[config.mk]
export PLATFORM = sky130hd
export DESIGN_NAME = syndrome_gen
export DESIGN_NICKNAME = d
export VERILOG_FILES = /design/src/rtl/syndrome_gen.sv
export SDC_FILE = /design/constraint.sdc
export NUM_CORES = 1
export LEC_CHECK = 0
export CAP_MARGIN = 20
export CORE_ASPECT_RATIO = 1.4
export CORE_MARGIN = 2
export CORE_UTILIZATION = 56
export DETAILED_ROUTE_END_ITERATION = 12
export GPL_TIMING_DRIVEN = 0
export PLACE_DENSITY = 0.83
export REMOVE_ABC_BUFFERS = 1
export SLEW_MARGIN = 30
export SYNTH_ARGS = -nofsm -noshare
export SYNTH_HDL_FRONTEND = slang
export SYNTH_SLANG_ARGS = --single-unit
[constraint.sdc]
create_clock -name CLK -period 5.45 [get_ports CLK]
set_input_delay 0.545 -clock CLK [delete_from_list [all_inputs] [get_ports CLK]]
set_output_delay 0.545 -clock CLK [all_outputs]
set_load 0.01 [all_outputs]
[src/rtl/syndrome_gen.sv]
// syndrome_gen -- five-qubit code syndrome generator.
//
// Accepts one Pauli error frame (err_x/err_z, bit q = qubit q) and emits
// three registered syndrome words, one per cycle, for the X, Y and Z
// parts of the error. The stabilizer generators are
// g1=XZZXI, g2=IXZZX, g3=XIXZZ, g4=ZXIXZ (leftmost letter = qubit 0).
//
// Handshake (valid/ready): a frame is taken on a rising CLK edge where
// err_valid && err_ready. err_ready is a registered output that is high
// in IDLE and EMIT_Z, so frames can stream back to back with no gaps.
// The output side has no backpressure: ancilla_valid marks a word for
// exactly one cycle.
//
// Ports
//   CLK           clock, rising edge
//   RST           synchronous active-high reset
//   err_x, err_z  X / Z components of the error frame
//   err_valid     frame offered
//   err_ready     frame can be accepted this cycle
//   ancilla       syndrome word, [3]=g1 .. [0]=g4
//   axis          0=X, 1=Y, 2=Z for the current word
//   ancilla_valid ancilla/axis hold a frame word
//   nz_count      saturating count of frames with any nonzero syndrome
//   dbg_state     current FSM state (IDLE=0, EMIT_X=1, EMIT_Y=2, EMIT_Z=3)

module syndrome_gen (
  input  logic       CLK,
  input  logic       RST,
  input  logic [4:0] err_x,
  input  logic [4:0] err_z,
  input  logic       err_valid,
  output logic       err_ready,
  output logic [3:0] ancilla,
  output logic [1:0] axis,
  output logic       ancilla_valid,
  output logic [7:0] nz_count,
  output logic [1:0] dbg_state
);

  typedef enum logic [1:0] {
    IDLE   = 2'd0,
    EMIT_X = 2'd1,
    EMIT_Y = 2'd2,
    EMIT_Z = 2'd3
  } state_t;

  localparam logic [1:0] AX_X = 2'd0;
  localparam logic [1:0] AX_Y = 2'd1;
  localparam logic [1:0] AX_Z = 2'd2;

  // Generators in symplectic form: gx[q] set for X or Y on qubit q,
  // gz[q] set for Z or Y on qubit q. Index 0 is g1.
  localparam logic [4:0] GEN_X [4] = '{5'b01001, 5'b10010, 5'b00101, 5'b01010};
  localparam logic [4:0] GEN_Z [4] = '{5'b00110, 5'b01100, 5'b11000, 5'b10001};

  state_t     state;
  logic [4:0] frame_x;
  logic [4:0] frame_z;

  // Syndrome word for one axis of a frame. Only qubits whose error part
  // equals that axis contribute. For single-qubit Paulis, "gi[q] != I and
  // gi[q] != P" is exactly the symplectic product gx&pz ^ gz&px.
  function automatic logic [3:0] syndrome(input logic [4:0] ex,
                                          input logic [4:0] ez,
                                          input logic [1:0] ax);
    logic [4:0] part;
    logic [4:0] px;
    logic [4:0] pz;
    logic [3:0] word;
    case (ax)
      AX_X:    begin part = ex & ~ez; px = '1; pz = '0; end
      AX_Y:    begin part = ex &  ez; px = '1; pz = '1; end
      default: begin part = ~ex & ez; px = '0; pz = '1; end
    endcase
    for (int i = 0; i < 4; i++) begin
      word[3-i] = ^(part & ((GEN_X[i] & pz) ^ (GEN_Z[i] & px)));
    end
    return word;
  endfunction

  logic       accept;
  logic [3:0] in_syn_x;
  logic [3:0] syn_x;
  logic [3:0] syn_y;
  logic [3:0] syn_z;
  logic       frame_nz;

  assign accept    = err_valid && err_ready;
  assign in_syn_x  = syndrome(err_x, err_z, AX_X);
  assign syn_x     = syndrome(frame_x, frame_z, AX_X);
  assign syn_y     = syndrome(frame_x, frame_z, AX_Y);
  assign syn_z     = syndrome(frame_x, frame_z, AX_Z);
  assign frame_nz  = (syn_x != 4'd0) || (syn_y != 4'd0) || (syn_z != 4'd0);
  assign dbg_state = state;

  always_ff @(posedge CLK) begin
    if (RST) begin
      state         <= IDLE;
      frame_x       <= '0;
      frame_z       <= '0;
      ancilla       <= '0;
      axis          <= AX_X;
      ancilla_valid <= 1'b0;
      err_ready     <= 1'b1;
      nz_count      <= '0;
    end else begin
      case (state)
        IDLE: begin
          if (accept) begin
            // The X word comes straight from the inputs so it appears
            // on the cycle right after acceptance.
            frame_x       <= err_x;
            frame_z       <= err_z;
            ancilla       <= in_syn_x;
            axis          <= AX_X;
            ancilla_valid <= 1'b1;
            err_ready     <= 1'b0;
            state         <= EMIT_X;
          end
        end
        EMIT_X: begin
          ancilla       <= syn_y;
          axis          <= AX_Y;
          ancilla_valid <= 1'b1;
          err_ready     <= 1'b0;
          state         <= EMIT_Y;
        end
        EMIT_Y: begin
          ancilla       <= syn_z;
          axis          <= AX_Z;
          ancilla_valid <= 1'b1;
          err_ready     <= 1'b1;
          state         <= EMIT_Z;
        end
        EMIT_Z: begin
          // The frame being retired is still in the frame register here.
          if (frame_nz && (nz_count != 8'hFF)) begin
            nz_count <= nz_count + 8'd1;
          end
          if (accept) begin
            frame_x       <= err_x;
            frame_z       <= err_z;
            ancilla       <= in_syn_x;
            axis          <= AX_X;
            ancilla_valid <= 1'b1;
            err_ready     <= 1'b0;
            state         <= EMIT_X;
          end else begin
            ancilla       <= '0;
            axis          <= AX_X;
            ancilla_valid <= 1'b0;
            err_ready     <= 1'b1;
            state         <= IDLE;
          end
        end
        default: begin
          ancilla       <= '0;
          axis          <= AX_X;
          ancilla_valid <= 1'b0;
          err_ready     <= 1'b1;
          state         <= IDLE;
        end
      endcase
    end
  end

endmodule
# Word-level counts from Yosys, hierarchy flattened

Cells that the tools add are included.

$add $sub $neg: 1
Equality and inequality tests: 5
Muxes and demuxes: 14
Bitwise logic cells: 7
Reductions and logical operators: 28

Operators by type and width:

| cell                  | count |
|---|---|
| $reduce_xor A5 Y1     | 16 |
| $and A5 B5 Y5         | 4 |
| $pmux W2 S4           | 2 |
| $pmux W4 S4           | 1 |
| $not A5 Y5            | 3 |
| $reduce_bool A4 Y1    | 3 |
| $add A8 B1 Y8 const B | 1 |
| $mux W4               | 2 |
| $ne A8 B8 Y1 const B  | 1 |
| $mux W1               | 5 |
| $eq A2 B2 Y1 const B  | 2 |
| $mux W2               | 2 |
| $pmux W1 S4           | 1 |
| $reduce_and A2 Y1     | 2 |
| $reduce_or A2 Y1      | 2 |
| $pmux W1 S3           | 1 |
| $eq A2 B1 Y1 const B  | 1 |
| $logic_and A1 B1 Y1   | 2 |
| $logic_not A2 Y1      | 1 |
| $logic_or A1 B1 Y1    | 2 |
| $ne A2 B2 Y1 const B  | 1 |

Flip-flop bits (word level): 28
Output and inout port bits: 18

# Longest topological paths before layout

Gate-level depths: netlist (run 1).

Word-level depth: 8
Depth in mapped cells: 7
Depth with buffers taken out: 7

# Least setup slack after synthesis (run 1)

Ideal clock, no wire load.

Path type: register to register
Start: register frame_x[3]
End: register nz_count[0]
Library setup time: 123 ps
Arrival time: 1,742 ps
Data required time: 5,327 ps
Slack: 3,585 ps
Stages on the path, launching flop included: 8
Buffers on the path: 1
Clock period less this slack: 1,865 ps
Path through: dfxtp_1 > nand2_1 > nor4_1 > a41oi_1 > nor4_2 > buf_6 > nor2_1 > mux2_1

Longest elaborated chain between the ends: 7
Elaborated cells between the ends (all ways): 19

RTL lines:

| element                                                  | line   | text |
|---|---|---|
| start, declared                                          | 57     | `logic [4:0] frame_x;` |
| start signal, assigned                                   | 112    | `frame_x <= err_x;` |
| start signal, assigned                                   | 141    | `frame_x <= err_x;` |
| $and A5 B5 Y5 (tied with other cells)                    | 71     | `AX_X: begin part = ex & ~ez; px = '1; pz = '0; end` |
| $reduce_xor A5 Y1 or $and A5 B5 Y5 (tied branches)       | 76, 73 |  |
| $reduce_bool A4 Y1 or $reduce_xor A5 Y1 (tied branches)  | 93, 76 |  |
| $logic_or A1 B1 Y1 or $reduce_bool A4 Y1 (tied branches) | 93     | `assign frame_nz = (syn_x != 4'd0) \|\| (syn_y != 4'd0) \|\| (syn_z != 4'd0);` |
| $logic_or A1 B1 Y1 *                                     | 93     |  |
| $logic_and A1 B1 Y1 *                                    | 137    | `if (frame_nz && (nz_count != 8'hFF)) begin` |
| $reduce_and A2 Y1 (no source line) *                     | n/a    |  |
| end signal, assigned                                     | 138    | `nz_count <= nz_count + 8'd1;` |
| end, declared                                            | 36     | `output logic [7:0] nz_count,` |

Every way passes the cells marked *; elsewhere a longest branch is shown, timed or not.
A chain may end at the register's enable or synchronous reset.

# Worst setup path in the final report (run 1)

Ends and elaborated chain as after synthesis.

==> metrics.txt, run 1 <==
status=finished, final reports clean; worst setup path endpoint=nz_count[0]; Stages on worst setup path=6; worst-margin pin slew=0.858 ns; Initial DRT Pass Iterations=4; clock latency reported for the late side of the worst-skew pair=0.28 ns; post-place instance area=2010 sq um; Area Overhead vs Synth=21.3%; P_sw=0.307 mW; CP endpoint kind=flip-flop; Power Internal=0.474 mW; Initial Utilization=59.2%; top-area cell type share of the netlist area=32.9%; cell family with most CP delay=simple AND/OR/NAND/NOR gates; Fmax achieved=0.408 GHz; Core Box Area=2880 sq um; die width=50.6 um; Boundary Pins=31; Comb pwr share=46.7%; TritonCTS clock tree=yes; top cells by area, synth=dfxtp_1, nand2_1, a21oi_1; Congestion Overflow GR=0; synth warn=0; Power Dens Cells=378 nW/um^2; largest net degree at the start of global routing=33; die height=69.3 um; register area share after synthesis=32.9%; Startpoint Class=flip-flop; CP max stage cell=nor4_2; R2R setup slack=3.00 ns; post-route ant nets=0; Worst Setup SP=frame_x[3]; CP Cell Sequence=nand2_1 > nor4_1 > a41oi_1 > nor4_2 > nor2_1 > mux2_1; minimum clock period=2.45 ns; CTS Root Cell=clkbuf_8; Port Buffers=30; first-pass GRT wire length=6600 um; WS Path Type=reg2reg; Final Max Slew Viols=0; H-tree Lvls=1; DR vias=1563; overall routing resource usage=24.2%; layout cells sized above 1=5.02%; Seq pwr share=36.6%; Required @ worst endpoint=5.63 ns; post-synthesis register bit count=28; Post-Place Cells=272; Switching Share=39.3%; max capacitance violation total=0; Placer Congestion=0.870; Iter 0 DRT Violations=43; cells on worst reg2reg path=6; Final Non-Filler Cells=276; Mapped Area=1700 sq um; final worst path period share=44.9%; clock power share=16.7%; FF-to-FF Start=frame_x[3]; FFs w/ async S/R, synth=0%; Final Setup Violations=0; HPWL Detailed=2840 um; most common cell after layout, fill and taps aside=nand2_1; number of diodes=0; RSZ-0062 raised after global routing=no; Max stage delay on crit path=0.79 ns; crit path DAT=2.63 ns; Synth area leader=dfxtp_1; Final nets=258; CP bufs+invs=0; post-CTS setup buffers=0; post-route cell area=2070 sq um; # hold bufs at CTS=0; PostCTS Resize Cnt=0; Fin. Hold Viols=0; Std-Cell Rows=23; WL per Instance=13.9 um; vias per inst=5.66; Gate Count Post-Synth=212; DRC=0; Max Clock Skew=0.00391 ns; CTS Buffer Depth=2; number of synthesized flops with an enable pin=0; Peak VDD IR=0.000285 V; Hold WC Path Type=reg2reg; Reg-to-Reg End=nz_count[0]; average size of a mapped cell=8.04 sq um; number of global-route vias before repair=1497; CTS sink count=28; initial antenna violation count=0; count of different cell masters after synthesis=45; setup TNS=0 ns; CP Max Fanout=11; Die ar.=3510 sq um; Most used DFF post-synth=dfxtp_1; commonest non-fill, non-tap cells in the layout=nand2_1, clkdlybuf4s50_1, dfxtp_1; CTS Buf Count=3; overall routed net length=3840 um; leakage power=0.754 nW; Slew HR=42.4%; Reg clk slew, reported paths=0.09 ns
-- cell type report --
type | instances | area, sq um
clock buffer | 4 | 55.1
fill | 240 | 811
inverter | 5 | 18.8
multi-input combinational | 172 | 1090
sequential | 28 | 561
tap | 37 | 46.3
timing repair buffer | 30 | 295
-- through the flow --
step | utilization [%] | power [mW] | hold slack, ns | setup WS, ns
finish | 71.8 | 0.781 | 0.467 | 3.00
global route | 71.8 | 0.839 | 0.488 | 2.79
CTS | 71.8 | 0.786 | 0.473 | 2.98
detailed placement | 69.9 | 0.654 | 0.453 | 3.00
global placement | 70.1 | 0.649 | 0.453 | 3.04
floorplan | - | 0.531 | 0.460 | 3.34
-- worst register-to-register path, cell delays in order, from the launching register on --
cell	delay [ns]
dfxtp_1	0.46
nand2_1	0.16
nor4_1	0.30
a41oi_1	0.09
nor4_2	0.79
nor2_1	0.20
mux2_1	0.35
-- power groups by stage --
stage               logic [mW]  registers, mW  clock network [mW]
CTS                      0.366          0.285               0.134
floorplan                0.238          0.294                   0
detailed placement       0.365          0.289                   0
global route             0.406          0.292               0.141
finish                   0.365          0.286               0.130
global placement         0.360          0.289                   0
-- cell families (layout without fill, tap and decap cells) --
family | Yosys count | in the layout | synth area share [%]
flops | 28 | 28 | 32.9
simple gates | 100 | 100 | 30.3
fa+ha+maj | 5 | 5 | 3.67
buf+inv | 12 | 39 | 3.08
xor+xnor | 14 | 14 | 8.81
mux | 5 | 5 | 3.16
compound gates | 48 | 48 | 18.1
-- synth_stat cells, drive strengths merged, types with 4 or more instances --
cell	instances
ha	5
dfxtp	28
inv	5
nand3	5
nand2b	10
nor2	16
xnor2	10
o21ai	4
a21oi	24
clkbuf	5
nor2b	11
nand2	36
-- layer usage --
metal	vias up	wire length, um	track usage (%)
met1	730	1660	28.6
met2	24	1970	42.4
met4	0	92	10.8
met3	9	112	3.02
met5	-	0	0
li1	800	-	-
-- state kept, by name, summed over array words and instances, names as in the netlist --
name           count
ancilla            4
ancilla_valid      1
axis               2
dbg_state          2
err_ready          1
frame_x            5
frame_z            5
nz_count           8
-- worst min path at each step --
| stage | slack [ns] | depth (start not counted) | end | from |
|---|---|---|---|---|
| floorplan | 0.46 | 2 | frame_z[1] | frame_z[1] |
| global placement | 0.45 | 1 | nz_count[6] | nz_count[6] |
| detailed placement | 0.45 | 1 | nz_count[6] | nz_count[6] |
| CTS | 0.47 | 2 | axis[1] | axis[1] |
| global route | 0.49 | 2 | axis[1] | axis[1] |
| finish | 0.47 | 1 | nz_count[6] | nz_count[6] |
Note: power is estimated with default switching activity, not from simulation.
==> inputs of run 2 (changes only) <==
--- a/config.mk
+++ b/config.mk
@@ -8,10 +8,10 @@
 export CAP_MARGIN = 20
 export CORE_ASPECT_RATIO = 1.4
 export CORE_MARGIN = 2
-export CORE_UTILIZATION = 56
+export CORE_UTILIZATION = 52
 export DETAILED_ROUTE_END_ITERATION = 12
 export GPL_TIMING_DRIVEN = 0
-export PLACE_DENSITY = 0.83
+export PLACE_DENSITY = 0.77
 export REMOVE_ABC_BUFFERS = 1
 export SLEW_MARGIN = 30
 export SYNTH_ARGS = -nofsm -noshare
==> constraint.sdc (replaced) <==
create_clock -name CLK -period 2.5 [get_ports CLK]
set_input_delay 0.25 -clock CLK [delete_from_list [all_inputs] [get_ports CLK]]
set_output_delay 0.25 -clock CLK [all_outputs]
set_load 0.01 [all_outputs]
==> run 2 against run 1 <==
  * Sequential power is 120% higher
  * Wire length is 4.4% lower
  * Non-clock buffer count stayed put
  * Clock-buffer cell count is 1 lower
  * Cell count is 0.36% higher
  * Clock skew is 0.0015 ns lower
  * Hold slack worse by 0.018 ns
  * Final area is 0.12% lower
==> metrics.txt, run 2 (same netlist as run 1, synthesis figures left out) <==
status=finished, final reports clean; WL per Instance=13.3 um (-4.7%); Final Setup Violations=0 (unchanged); met2 routed WL=1840 um (-6.5%); Port Buffers=30 (unchanged); setup TNS=0 ns (unchanged); PostCTS Resize Cnt=0 (unchanged); Max stage delay on crit path=0.56 ns (-0.23 ns); CP Max Fanout=11 (unchanged); Peak VDD IR=0.000560 V (+96%); overall routing resource usage=21.2% (-2.9 points); crit path DAT=2.36 ns (-0.27 ns); CTS Root Cell=clkbuf_8; number of global-route vias before repair=1444 (-3.5%); minimum clock period=2.20 ns (-0.253 ns); post-route cell area=2060 sq um (-0.12%); Final Non-Filler Cells=277 (+0.36%); Pwr Total=1.68 mW (+110%); CTS Buffer Depth=2 (unchanged); post-route ant nets=0 (unchanged); largest net degree at the start of global routing=33 (unchanged); Post-Place Cells=274 (+0.74%); Required @ worst endpoint=2.67 ns (-2.96 ns); Initial Utilization=54.6% (-4.7 points); Placer Congestion=0.859 (-1.2%); Initial DRT Pass Iterations=4 (unchanged); number of diodes=0 (unchanged); Iter 0 DRT Violations=32 (-26%); Hold WC Path Type=in2reg; post-place instance area=2010 sq um (+0.12%); Std-Cell Rows=24 (+4.3%); WHS=0.449 ns (-0.0176 ns); commonest non-fill, non-tap cells in the layout=nand2_1, clkdlybuf4s50_1, dfxtp_1; Startpoint Class=flip-flop; HPWL Detailed=2720 um (-4.1%); die width=52.4 um (+3.5%); Metal-1 WL=1610 um (-3.0%); Slew HR=50.7% (+8.3 points); DRC=0 (unchanged); CP max stage cell=nor4_4; uppermost routed layer=met4; max reg flops=8 (unchanged); Top Registers=nz_count: 8 flops, frame_x: 5 flops, frame_z: 5 flops; max capacitance violation total=0 (unchanged); worst-margin pin slew=0.737 ns (-0.121 ns); most common cell after layout, fill and taps aside=nand2_1; # hold bufs at CTS=0 (unchanged); clock latency reported for the late side of the worst-skew pair=0.27 ns (about the same); Power Dens Cells=811 nW/um^2 (+110%); Core Box Area=3120 sq um (+8.5%); first-pass GRT wire length=6120 um (-7.2%); WS Path Type=reg2reg; vias per inst=5.59 (-1.3%); leakage power=0.748 nW (-0.71%); die height=71.7 um (+3.6%); H-tree Lvls=1 (unchanged); post-CTS setup buffers=0 (unchanged); Area Overhead vs Synth=21.1%; Reg clk slew, reported paths=0.09 ns (about the same); Boundary Pins=31 (unchanged); initial antenna violation count=0 (unchanged); CTS Buf Count=3 (unchanged); worst hold path stage count=2 (+1); Final nets=258 (unchanged); layout cells sized above 1=4.62% (-0.40 points); overall routed net length=3670 um (-4.4%); TritonCTS clock tree=yes; Die ar.=3760 sq um (+7.2%); met3 wire len=127 um (+13%); Final Max Slew Viols=0 (unchanged); RSZ-0062 raised after global routing=no; Fmax achieved=0.456 GHz (+12%); Fin. Hold Viols=0 (unchanged); CP endpoint kind=flip-flop; CTS sink count=28 (unchanged); Most flops, register=nz_count; final worst path period share=87.8% (+43 points); Congestion Overflow GR=0 (unchanged); DR vias=1548 (-0.96%); cells on worst reg2reg path=6 (unchanged); CP Cell Sequence=nand2_1 > nor4_1 > a41oi_1 > nor4_4 > nor2_1 > mux2_1; Max Clock Skew=0.00236 ns (-0.00155 ns)
==> run 2: cell count changes in the layout (fill, tap and decap cells not counted) <==
cell / before / now
nor4_2: 1 / 0
nor4_4: 0 / 1
clkbuf_8: 4 / 3
==> run 2: worst paths after layout <==
path | endpoint | start | slack (ns)
setup / recovery | nz_count[0] | frame_x[3] | 0.30
hold / removal | dbg_state[1] | RST | 0.45
setup reg to reg | nz_count[0] | frame_x[3] | 0.30
hold reg to reg | axis[1] | axis[1] | 0.47
==> run 2: worst max-delay path, delay by kind of cell, from the launching register on <==
| family | cells | cell delay, ns |
|---|---|---|
| AO/OA/AOI/OAI | 1 | 0.11 |
| multiplexers | 1 | 0.34 |
| flip-flops | 1 | 0.46 |
| AND/OR/NAND/NOR | 4 | 1.19 |
==> run 2: layout make-up <==
type | count | area, sq um
inverter | 5 | 18.8
clock buffer | 3 | 41.3
timing repair buffer | 30 | 295
tap | 39 | 48.8
multi-input combinational | 172 | 1100
sequential | 28 | 561
fill | 285 | 1060
==> run 2: power by group <==
part | internal (mW) | switching, mW
clock network | 0.108 | 0.138
logic | 0.367 | 0.443
registers | 0.534 | 0.0842
==> run 2: stage by stage <==
step,worst slack (ns),utilization (%)
after floorplan,0.391,-
after global placement,0.0732,64.7
after detailed placement,0.0507,64.5
after CTS,0.0427,65.8
after global routing,0.0577,66.1
final,0.305,66.1
==> run 2: routing by layer <==
metal	vias to the layer above	track usage [%]
li1	801	-
met1	708	25.4
met2	30	37.4
met3	9	3.13
met4	0	7.98
met5	-	0
==> inputs of run 3 (changes only) <==
--- a/config.mk
+++ b/config.mk
@@ -8,10 +8,10 @@
 export CAP_MARGIN = 20
 export CORE_ASPECT_RATIO = 1.4
 export CORE_MARGIN = 2
-export CORE_UTILIZATION = 52
+export CORE_UTILIZATION = 30
 export DETAILED_ROUTE_END_ITERATION = 12
 export GPL_TIMING_DRIVEN = 0
-export PLACE_DENSITY = 0.77
+export PLACE_DENSITY = 0.49
 export REMOVE_ABC_BUFFERS = 1
 export SLEW_MARGIN = 30
 export SYNTH_ARGS = -nofsm -noshare
==> run 3 against run 2 <==
  * Power grew 4.5%
  * Maximum frequency grew 3.0%
  * Wire length is 17% higher
  * Clock power up 2%
  * Core utilization is 28 points lower
==> metrics.txt, run 3 (same netlist as run 1, synthesis figures left out) <==
Fin. Hold Viols=0 (unchanged); TritonCTS clock tree=yes; Worst Setup SP=frame_x[4]; DRC=0 (unchanged); vias per inst=5.15 (-7.8%); CP bufs+invs=1 (+1); crit path DAT=2.34 ns (-0.02 ns); Boundary Pins=31 (unchanged); CTS Buffer Depth=2 (unchanged); Port Buffers=30 (unchanged); largest net degree at the start of global routing=33 (unchanged); Core Box Area=5490 sq um (+76%); RSZ-0062 raised after global routing=no; CP Cell Sequence=and2b_1 > and4b_4 > o32ai_2 > nor4_4 > buf_4 > or4_1 > a21oi_1; Final Non-Filler Cells=308 (+11%); Initial DRT Pass Iterations=4 (unchanged); CP endpoint kind=flip-flop; H-tree Lvls=1 (unchanged); max reg flops=8 (unchanged); max capacitance violation total=0 (unchanged); Max stage delay on crit path=0.50 ns (-0.06 ns); Required @ worst endpoint=2.71 ns (+0.04 ns); leakage power=0.758 nW (+1.3%); Final Max Slew Viols=0 (unchanged); clock power share=14.3% (-0.4 points); Power Internal=1.05 mW (+4.0%); die width=67.7 um (+29%); Most flops, register=nz_count; CP max stage cell=or4_1; Top Registers=nz_count: 8 flops, frame_x: 5 flops, frame_z: 5 flops; layout cells sized above 1=5.42% (+0.79 points); Slew HR=53.2% (+2.5 points); CTS Root Cell=clkbuf_8; cells on worst reg2reg path=7 (+1); Final Setup Violations=0 (unchanged); min-delay src=RST; number of global-route vias before repair=1496 (+3.6%); post-route ant nets=0 (unchanged); Area Overhead vs Synth=24.2%; Comb pwr share=50.1% (+1.7 points); first-pass GRT wire length=7250 um (+18%); Fill cells=591 (+110%); worst hold path stage count=2 (unchanged); Reg-to-Reg End=nz_count[4]; die height=93.2 um (+30%); Iter 0 DRT Violations=64 (+100%); initial antenna violation count=0 (unchanged); Die ar.=6310 sq um (+68%); FF-to-FF Start=frame_x[4]; Startpoint Class=flip-flop; Post-Place Cells=303 (+11%); cell family with most CP delay=simple AND/OR/NAND/NOR gates; Stages on worst setup path=7 (+1); HPWL Detailed=3210 um (+18%); Initial Utilization=31.1% (-23 points); commonest non-fill, non-tap cells in the layout=nand2_1, clkdlybuf4s50_1, dfxtp_1; overall routed net length=4300 um (+17%); # hold bufs at CTS=0 (unchanged); CP Max Fanout=9 (-2); final worst path period share=85.2% (-2.6 points); P_sw=0.700 mW (+5.2%); Switching Share=40.0% (+0.28 points); Seq pwr share=35.6% (-1.3 points); CTS sink count=28 (unchanged); number of diodes=0 (unchanged); Congestion Overflow GR=0 (unchanged); CTS Buf Count=3 (unchanged); setup ws final=0.369 ns (+0.0647 ns); Std-Cell Rows=32 (+33%); WS Path Type=reg2reg; worst-margin pin slew=0.700 ns (-0.0368 ns); Final nets=260 (+0.78%); Hold WC Path Type=in2reg; Setup WS pre-CTS=-0.0687 ns (-0.119 ns); Reg clk slew, reported paths=0.10 ns (about the same); clock latency reported for the late side of the worst-skew pair=0.28 ns (about the same); minimum clock period=2.13 ns (-0.0647 ns); Fmax achieved=0.469 GHz (+3.0%); worst hold endpoint=ancilla[0]; Max Clock Skew=0.00654 ns (+0.00418 ns); Placer Congestion=0.788 (-8.3%); R2R setup slack=0.37 ns (+0.06 ns); status=finished, final reports clean; DR vias=1587 (+2.5%); WL per Instance=14.0 um (+5.4%); overall routing resource usage=15.0% (-6.2 points); most common cell after layout, fill and taps aside=nand2_1; Peak VDD IR=0.000445 V (-21%); Power Dens Cells=827 nW/um^2 (+2.0%)
[run 3: cell types whose count changed in the layout (fill, tap and decap cells not counted)]
cell and change:
buf_4 +2
[run 3: repair_timing]
action | 4_1_cts | 5_1_grt
pin swaps | 0 | 1
setup endpoints to repair | 1 | 1
buffers inserted | 0 | 2
gates resized for setup | 1 | 0
endpoints found under the hold margin | 0 | 0
[run 3: how the worst max path moves through the flow]
stage	to	slack, ns
after floorplan	nz_count[0]	0.39
after global placement	nz_count[0]	-0.05
after detailed placement	nz_count[0]	-0.07
after CTS	nz_count[0]	0.17
after global routing	nz_count[6]	0.21
final	nz_count[4]	0.37
[run 3: layout make-up]
cell class	count	area [sq um]	area share [%]
multi-input combinational	172	1100	52.0
timing repair buffer	32	310	14.7
clock buffer	3	41.3	1.95
inverter	5	18.8	0.887
tap	68	85.1	4.02
sequential	28	561	26.5
[run 3: through the flow]
step / area [sq um] / setup TNS (ns) / utilization [%] / hold slack [ns] / total power [mW]
after floorplan: 1670 / 0 / - / 0.319 / 1.16
after global placement: 2060 / -0.0542 / 37.5 / 0.461 / 1.45
after detailed placement: 2050 / -0.0687 / 37.4 / 0.464 / 1.44
after CTS: 2100 / 0 / 38.3 / 0.470 / 1.72
after global routing: 2120 / 0 / 38.6 / 0.501 / 1.90
final: 2120 / 0 / 38.6 / 0.459 / 1.75
[run 3: power by group through the flow]
stage | logic (mW) | clock network (mW) | registers [mW]
final | 0.877 | 0.250 | 0.623
after global routing | 0.982 | 0.277 | 0.642
after CTS | 0.833 | 0.262 | 0.624
after detailed placement | 0.809 | 0 | 0.634
after global placement | 0.813 | 0 | 0.634
after floorplan | 0.518 | 0 | 0.640
[run 3: routing by layer]
layer / track usage [%] / vias up / share of wire (%)
met5: 0 / - / 0
met4: 6.80 / 0 / 2.6
met3: 1.81 / 8 / 3.5
met2: 24.4 / 28 / 50
met1: 19.5 / 745 / 44
li1: - / 806 / -
